## src/rtl/matmul_param_stream_if.sv

```systemverilog
// Operand-write / start / result-read bundle for matmul_param_stream.
// The master drives operands, start and rd_addr; the slave returns status and results.
interface matmul_param_stream_if #(
    parameter int unsigned N  = 4,
    parameter int unsigned DW = 8,
    parameter int unsigned OW = 2 * DW + $clog2(N)
) ();
    localparam int unsigned AW = $clog2(N * N);

    logic          wr_en;
    logic          wr_sel;
    logic [AW-1:0] wr_addr;
    logic [DW-1:0] wr_data;
    logic          start;
    logic          busy;
    logic          done;
    logic [AW-1:0] rd_addr;
    logic [OW-1:0] rd_data;

    modport master (
        output wr_en, wr_sel, wr_addr, wr_data, start, rd_addr,
        input  busy, done, rd_data
    );

    modport slave (
        input  wr_en, wr_sel, wr_addr, wr_data, start, rd_addr,
        output busy, done, rd_data
    );
endinterface

```

## src/rtl/matmul_param_stream.sv

```systemverilog
// Sequential NxN unsigned matrix multiplier C = A x B, one MAC per clock.
// Define MATMUL_SAT_EN to saturate results to OW bits instead of wrapping.
module matmul_param_stream #(
    parameter int unsigned N  = 4,
    parameter int unsigned DW = 8,
    parameter int unsigned OW = 2 * DW + $clog2(N)
) (
    input  logic                  clk,
    input  logic                  reset,
    matmul_param_stream_if.slave  bus
);
    localparam int unsigned AW   = $clog2(N * N);
    localparam int unsigned IW   = $clog2(N);
    localparam int unsigned KW   = $clog2(N + 1);
    localparam int unsigned ACCW = 2 * DW + $clog2(N);
    localparam int unsigned LAST = N - 1;

    typedef enum logic [1:0] {
        IDLE = 2'd0,
        CALC = 2'd1,
        DONE = 2'd2
    } state_e;

    state_e state_q, state_d;

    logic [DW-1:0] a_mem [N*N];
    logic [DW-1:0] b_mem [N*N];
    logic [OW-1:0] c_mem [N*N];

    logic [IW-1:0]   i_q, i_d;
    logic [IW-1:0]   j_q, j_d;
    logic [KW-1:0]   k_q, k_d;
    logic [ACCW-1:0] acc_q, acc_d;
    logic            fin_q, fin_d;
    logic            busy_q, busy_d;
    logic            done_q, done_d;
    logic [OW-1:0]   rd_data_q;

    logic            c_we;
    logic [AW-1:0]   c_waddr;
    logic [OW-1:0]   c_wdata;
    logic [AW-1:0]   a_raddr;
    logic [AW-1:0]   b_raddr;

    // Reduce the accumulator to the stored result width.
    function automatic logic [OW-1:0] fit(input logic [ACCW-1:0] v);
`ifdef MATMUL_SAT_EN
        if (ACCW > OW && (v >> OW) != '0) begin
            fit = '1;
        end else begin
            fit = OW'(v);
        end
`else
        fit = OW'(v);
`endif
    endfunction

    // State register.
    always_ff @(posedge clk or posedge reset) begin
        if (reset) begin
            state_q <= IDLE;
        end else begin
            state_q <= state_d;
        end
    end

    // Next state: CALC ends the cycle after the last C write.
    always_comb begin
        state_d = state_q;
        case (state_q)
            IDLE:    if (bus.start) state_d = CALC;
            CALC:    if (fin_q) state_d = DONE;
            DONE:    state_d = IDLE;
            default: state_d = IDLE;
        endcase
    end

    // Status outputs, computed from the upcoming state and registered below.
    always_comb begin
        busy_d = 1'b0;
        done_d = 1'b0;
        busy_d = (state_d != IDLE);
        done_d = (state_d == DONE);
    end

    // MAC sequencing: N accumulate cycles then one write-back per element, i-major.
    always_comb begin
        i_d     = i_q;
        j_d     = j_q;
        k_d     = k_q;
        acc_d   = acc_q;
        fin_d   = fin_q;
        c_we    = 1'b0;
        c_waddr = AW'(i_q) * AW'(N) + AW'(j_q);
        c_wdata = fit(acc_q);
        a_raddr = '0;
        b_raddr = '0;
        if (state_q == CALC && !fin_q) begin
            if (k_q != KW'(N)) begin
                a_raddr = AW'(i_q) * AW'(N) + AW'(k_q);
                b_raddr = AW'(k_q) * AW'(N) + AW'(j_q);
                acc_d   = acc_q + ACCW'(a_mem[a_raddr]) * ACCW'(b_mem[b_raddr]);
                k_d     = k_q + KW'(1);
            end else begin
                c_we  = 1'b1;
                acc_d = '0;
                k_d   = '0;
                if (j_q == IW'(LAST)) begin
                    j_d = '0;
                    if (i_q == IW'(LAST)) begin
                        i_d   = '0;
                        fin_d = 1'b1;
                    end else begin
                        i_d = i_q + IW'(1);
                    end
                end else begin
                    j_d = j_q + IW'(1);
                end
            end
        end else if (state_q != CALC) begin
            i_d   = '0;
            j_d   = '0;
            k_d   = '0;
            acc_d = '0;
            fin_d = 1'b0;
        end
    end

    // Control and datapath registers.
    always_ff @(posedge clk or posedge reset) begin
        if (reset) begin
            i_q       <= '0;
            j_q       <= '0;
            k_q       <= '0;
            acc_q     <= '0;
            fin_q     <= 1'b0;
            busy_q    <= 1'b0;
            done_q    <= 1'b0;
            rd_data_q <= '0;
        end else begin
            i_q       <= i_d;
            j_q       <= j_d;
            k_q       <= k_d;
            acc_q     <= acc_d;
            fin_q     <= fin_d;
            busy_q    <= busy_d;
            done_q    <= done_d;
            rd_data_q <= c_mem[bus.rd_addr];
        end
    end

    // Operand storage survives reset; writes are accepted only while idle.
    always_ff @(posedge clk) begin
        if (bus.wr_en && state_q == IDLE) begin
            if (bus.wr_sel) begin
                b_mem[bus.wr_addr] <= bus.wr_data;
            end else begin
                a_mem[bus.wr_addr] <= bus.wr_data;
            end
        end
    end

    always_ff @(posedge clk) begin
        if (c_we) begin
            c_mem[c_waddr] <= c_wdata;
        end
    end

    assign bus.busy    = busy_q;
    assign bus.done    = done_q;
    assign bus.rd_data = rd_data_q;

endmodule

```

## src/flat_wrapper.sv

```systemverilog
// flat-port wrapper written by rule: the top's interface ports become plain ports
module matmul_param_stream_flat 
#(
    parameter int unsigned N  = 4,
    parameter int unsigned DW = 8,
    parameter int unsigned OW = 2 * DW + $clog2(N)
)
  (clk, reset, bus_wr_en, bus_wr_sel, bus_wr_addr, bus_wr_data, bus_start, bus_rd_addr, bus_busy, bus_done, bus_rd_data);
  matmul_param_stream_if #(.N(N), .DW(DW), .OW(OW)) bus_i ();
  input  logic clk;
  input  logic reset;
  input wire logic [$bits(bus_i.wr_en)-1:0] bus_wr_en;
  input wire logic [$bits(bus_i.wr_sel)-1:0] bus_wr_sel;
  input wire logic [$bits(bus_i.wr_addr)-1:0] bus_wr_addr;
  input wire logic [$bits(bus_i.wr_data)-1:0] bus_wr_data;
  input wire logic [$bits(bus_i.start)-1:0] bus_start;
  input wire logic [$bits(bus_i.rd_addr)-1:0] bus_rd_addr;
  output wire logic [$bits(bus_i.busy)-1:0] bus_busy;
  output wire logic [$bits(bus_i.done)-1:0] bus_done;
  output wire logic [$bits(bus_i.rd_data)-1:0] bus_rd_data;
  assign bus_i.wr_en = bus_wr_en;
  assign bus_i.wr_sel = bus_wr_sel;
  assign bus_i.wr_addr = bus_wr_addr;
  assign bus_i.wr_data = bus_wr_data;
  assign bus_i.start = bus_start;
  assign bus_i.rd_addr = bus_rd_addr;
  assign bus_busy = bus_i.busy;
  assign bus_done = bus_i.done;
  assign bus_rd_data = bus_i.rd_data;
  matmul_param_stream #(.N(N), .DW(DW), .OW(OW)) u_core (.clk(clk), .reset(reset), .bus(bus_i));
endmodule
```

## config.mk

```make
export PLATFORM = sky130hd
export DESIGN_NAME = matmul_param_stream_flat
export DESIGN_NICKNAME = d
export VERILOG_FILES = /design/src/rtl/matmul_param_stream_if.sv /design/src/rtl/matmul_param_stream.sv /design/src/flat_wrapper.sv
export SDC_FILE = /design/constraint.sdc
export NUM_CORES = 1
export LEC_CHECK = 0
export ABC_CLOCK_PERIOD_IN_PS = 13800
export CORE_ASPECT_RATIO = 0.6
export CORE_MARGIN = 10
export CORE_UTILIZATION = 50
export CTS_CLUSTER_DIAMETER = 30
export DETAILED_ROUTE_END_ITERATION = 8
export DONT_BUFFER_PORTS = 1
export GPL_TIMING_DRIVEN = 0
export SYNTH_ARGS = -nofsm -noshare
export SYNTH_HDL_FRONTEND = slang
export SYNTH_SLANG_ARGS = --single-unit
```

## constraint.sdc

```tcl
create_clock -name clk -period 13.8 [get_ports clk]
set_clock_uncertainty 0.1 [all_clocks]
set_input_delay 2.76 -clock clk [delete_from_list [all_inputs] [get_ports clk]]
set_output_delay 2.76 -clock clk [all_outputs]
set_load 0.005 [all_outputs]
```

==> run_results.csv <==
group,metric,value,unit
outcome,status,"finished clean",
sta,rsz0062_at_grt,"no",
worst_setup_path,r2r_end,"u_core.acc_q[17]",
worst_setup_path,crit_type,"reg -> reg",
routing,post_drt_via_cell_ratio,5.95,
die,rows,63,
finish,multi_input_area,0.00692,mm²
yosys,synth_ff_type,"edfxtp_1",
clocking,post_cts_buffers,0,
worst_setup_path,reg2reg_slack,6.72,ns
clocking,htree_levels,3,
worst_setup_path,critPathSlowestCell,"clkbuf_1",
place,placed_cell_area,0.0260,mm²
clocking,clockRootBuffer,"clkbuf_16",
die,die_h,194,µm
worst_setup_path,crit_fanout,10,
yosys,synth.cell_area,0.0251,mm²
worst_setup_path,cpLargestDelayFamily,"adder cells",
yosys,synth-seq-cells,592,
sta,drv_slew,0,
die,die_w,309,µm
clocking,clock-sinks,592,
grt,antenna_found_initial,0,
worst_setup_path,worstRegToRegCells,20,
yosys,synth_cell_type_count,48,
grt,grt_pass1_vias,12700,
sta,period_minus_slack,7.08,ns
yosys,synth-edff-count,544,
grt,grt_usage,0.191,
min_path,hold_end,"u_core.state_q[0]",
place,place.gp.congestion,0.788,
finish,area_growth_syn_to_layout,15.2,%
yosys,ys_seq_area_frac,0.698,
yosys,synth_warnings,0,
min_path,hp-class,"reg -> reg",
yosys,netlist_instances,1280,
clocking,clk_pin_slew,0.06,ns
grt,grt-ovfl-total,0,
place,place_hpwl,36900,µm
finish,num-nets-final,1490,
worst_setup_path,slowest_delay,0.67,ns
worst_setup_path,path_cells,"ha_1 -> clkbuf_1 -> mux4_2 -> mux4_2 -> and2_1 -> fa_1 -> inv_1 -> fa_1 -> inv_1 -> fa_1 -> inv_1 -> fa_1 -> inv_1 -> ha_1 -> a21o_1 -> a21oi_1 -> a21oi_1 -> or3_1 -> a21o_1 -> nand3_1",
finish,fill_cells,3675,
grt,grt_pass1_wl,84700,µm
sta,tightest_slew,1.44,ns
die,dieArea,0.0599,mm²
flow_run,drv_cap,0,
min_path,min_from,"u_core.state_q[1]",
place,numPortBuffers,0,
finish,final_common_cell,"edfxtp_1",
clocking,cts_tree,"done",
sta,max_freq,141,MHz
worst_setup_path,worstSetupEndpointType,"flop",
finish,design_area,0.0289,mm²
sta,setup_viol_count_final,0,
sta,hold_viol_final,0,
worst_setup_path,r2r-start,"u_core.i_q[0]",
clocking,cts_resized,0,
routing,drt_iter0_drc,1374,
routing,vias,12400,
finish,seq_area,0.0175,mm²
routing,drtPass1Iterations,5,
worst_setup_path,start_kind,"flop",
yosys,syn-num-nets,1402,
yosys,synth_area_per_cell,19.6,µm²
die,core-area,0.0495,mm²
sta,slew_headroom,0.0431,
clocking,holdBufCountCts,0,
clocking,cts_buffers,85,
yosys,async_flop_share,0.0811,
routing,drc,0,
die,initial_utilization,0.508,
clocking,clock_latency,0.63,ns
worst_setup_path,cp_num_buf_inv,5,
finish,drive_gt1_frac,0.241,
worst_setup_path,arrival,7.52,ns
die,io_pins,41,
routing,drtAntennaViolNets,0,
sta,fin_crit_sh,0.513,
routing,wl_per_cell,26.7,µm
grt,grt_max_degree,33,
finish,layout_common_cells,"544 x edfxtp_1, 167 x mux4_2, 108 x inv_1",
min_path,holdPathStages,1,
worst_setup_path,critPathRequiredTime,14.25,ns
clocking,cts_buffer_depth,3,
routing,drt_wl_total,55800,µm
sta,setup_tns,0,ns
-- Yosys cell counts (all sizes together) (4+ instances only) --
master,n,area [µm²]
buf,19,160
fa,50,1000
nand2,56,210
edfxtp,544,16300
a21oi,16,80.1
o21ai,16,80.1
and3,19,119
a22o,7,61.3
nor2,44,165
inv,109,409
mux4,170,3840
dfrtp,48,1200
clkbuf,29,109
xor2,7,68.8
ha,51,638
a21o,7,52.6
and2,38,238
nand4,5,31.3
nand2b,4,25.0
nand3,7,35.0
-- registers in the layout (all words and copies together) (netlist names) --
name / count
u_core.acc_q: 18
u_core.fin_q: 1
u_core.bus.done: 1
u_core.k_q: 3
u_core.b_mem: 128
u_core.i_q: 2
u_core.bus.busy: 1
u_core.c_mem: 288
u_core.j_q: 2
u_core.a_mem: 128
u_core.bus.rd_data: 18
u_core.state_q: 2
-- per-layer routing --
layer,track usage,vias up,wire (µm)
met1,0.324,6675,28500
li1,-,5223,-
met5,0,-,0
met2,0.246,451,22500
met4,0.0466,0,958
met3,0.0362,80,3800
-- cell families (layout without fill, tap and decap cells) --
logic type,Yosys count,in the layout,share of synthesized area
flops,592,592,0.698
other cells,0,3,0
fa+ha+maj,101,101,0.0652
simple gates,184,184,0.0356
xor+xnor,10,10,0.00378
compound gates,62,62,0.0161
mux,174,174,0.154
buf+inv,157,314,0.0270
-- through the flow --
step	utilization	hold WS [ns]	instances	worst slack, ns
floorplan	-	0.362	1280	7.93
global placement	0.524	0.492	1930	6.85
detailed placement	0.524	0.490	1931	6.82
CTS	0.584	0.516	2087	6.80
global route	0.584	0.526	2087	6.51
finish	0.585	0.523	2090	6.72
-- worst register-to-register path, cell delays in order (launching register included) --
cell,delay [ns]
dfrtp_1,0.45
ha_1,0.57
clkbuf_1,0.67
mux4_2,0.44
mux4_2,0.62
and2_1,0.22
fa_1,0.53
inv_1,0.05
fa_1,0.53
inv_1,0.05
fa_1,0.47
inv_1,0.05
fa_1,0.47
inv_1,0.04
ha_1,0.34
a21o_1,0.19
a21oi_1,0.34
a21oi_1,0.21
or3_1,0.39
a21o_1,0.20
nand3_1,0.08
-- layout make-up --
cell class	count	area share
plain buffers	48	0.00930
well taps	650	0.0281
flip-flops and latches	592	0.606
inverters	109	0.0141
repair buffers	1	0.000692
multi-input cells	531	0.239
clock inverters	65	0.0268
diodes	3	0.000259
clock buffers	91	0.0757
-- worst max-delay path by stage --
| stage | from | to | cells past startpoint |
|---|---|---|---|
| after floorplan | u_core.i_q[0] | u_core.acc_q[10] | 19 |
| after global placement | u_core.i_q[0] | u_core.acc_q[17] | 20 |
| after detailed placement | u_core.i_q[0] | u_core.acc_q[17] | 20 |
| after CTS | u_core.i_q[0] | u_core.acc_q[17] | 20 |
| after global routing | u_core.k_q[2] | u_core.acc_q[17] | 20 |
| final | u_core.i_q[0] | u_core.acc_q[17] | 20 |
Power is left out: the tool's default activity adds up to more than one toggle a clock period on the data nets, which glitch-free logic cannot reach.
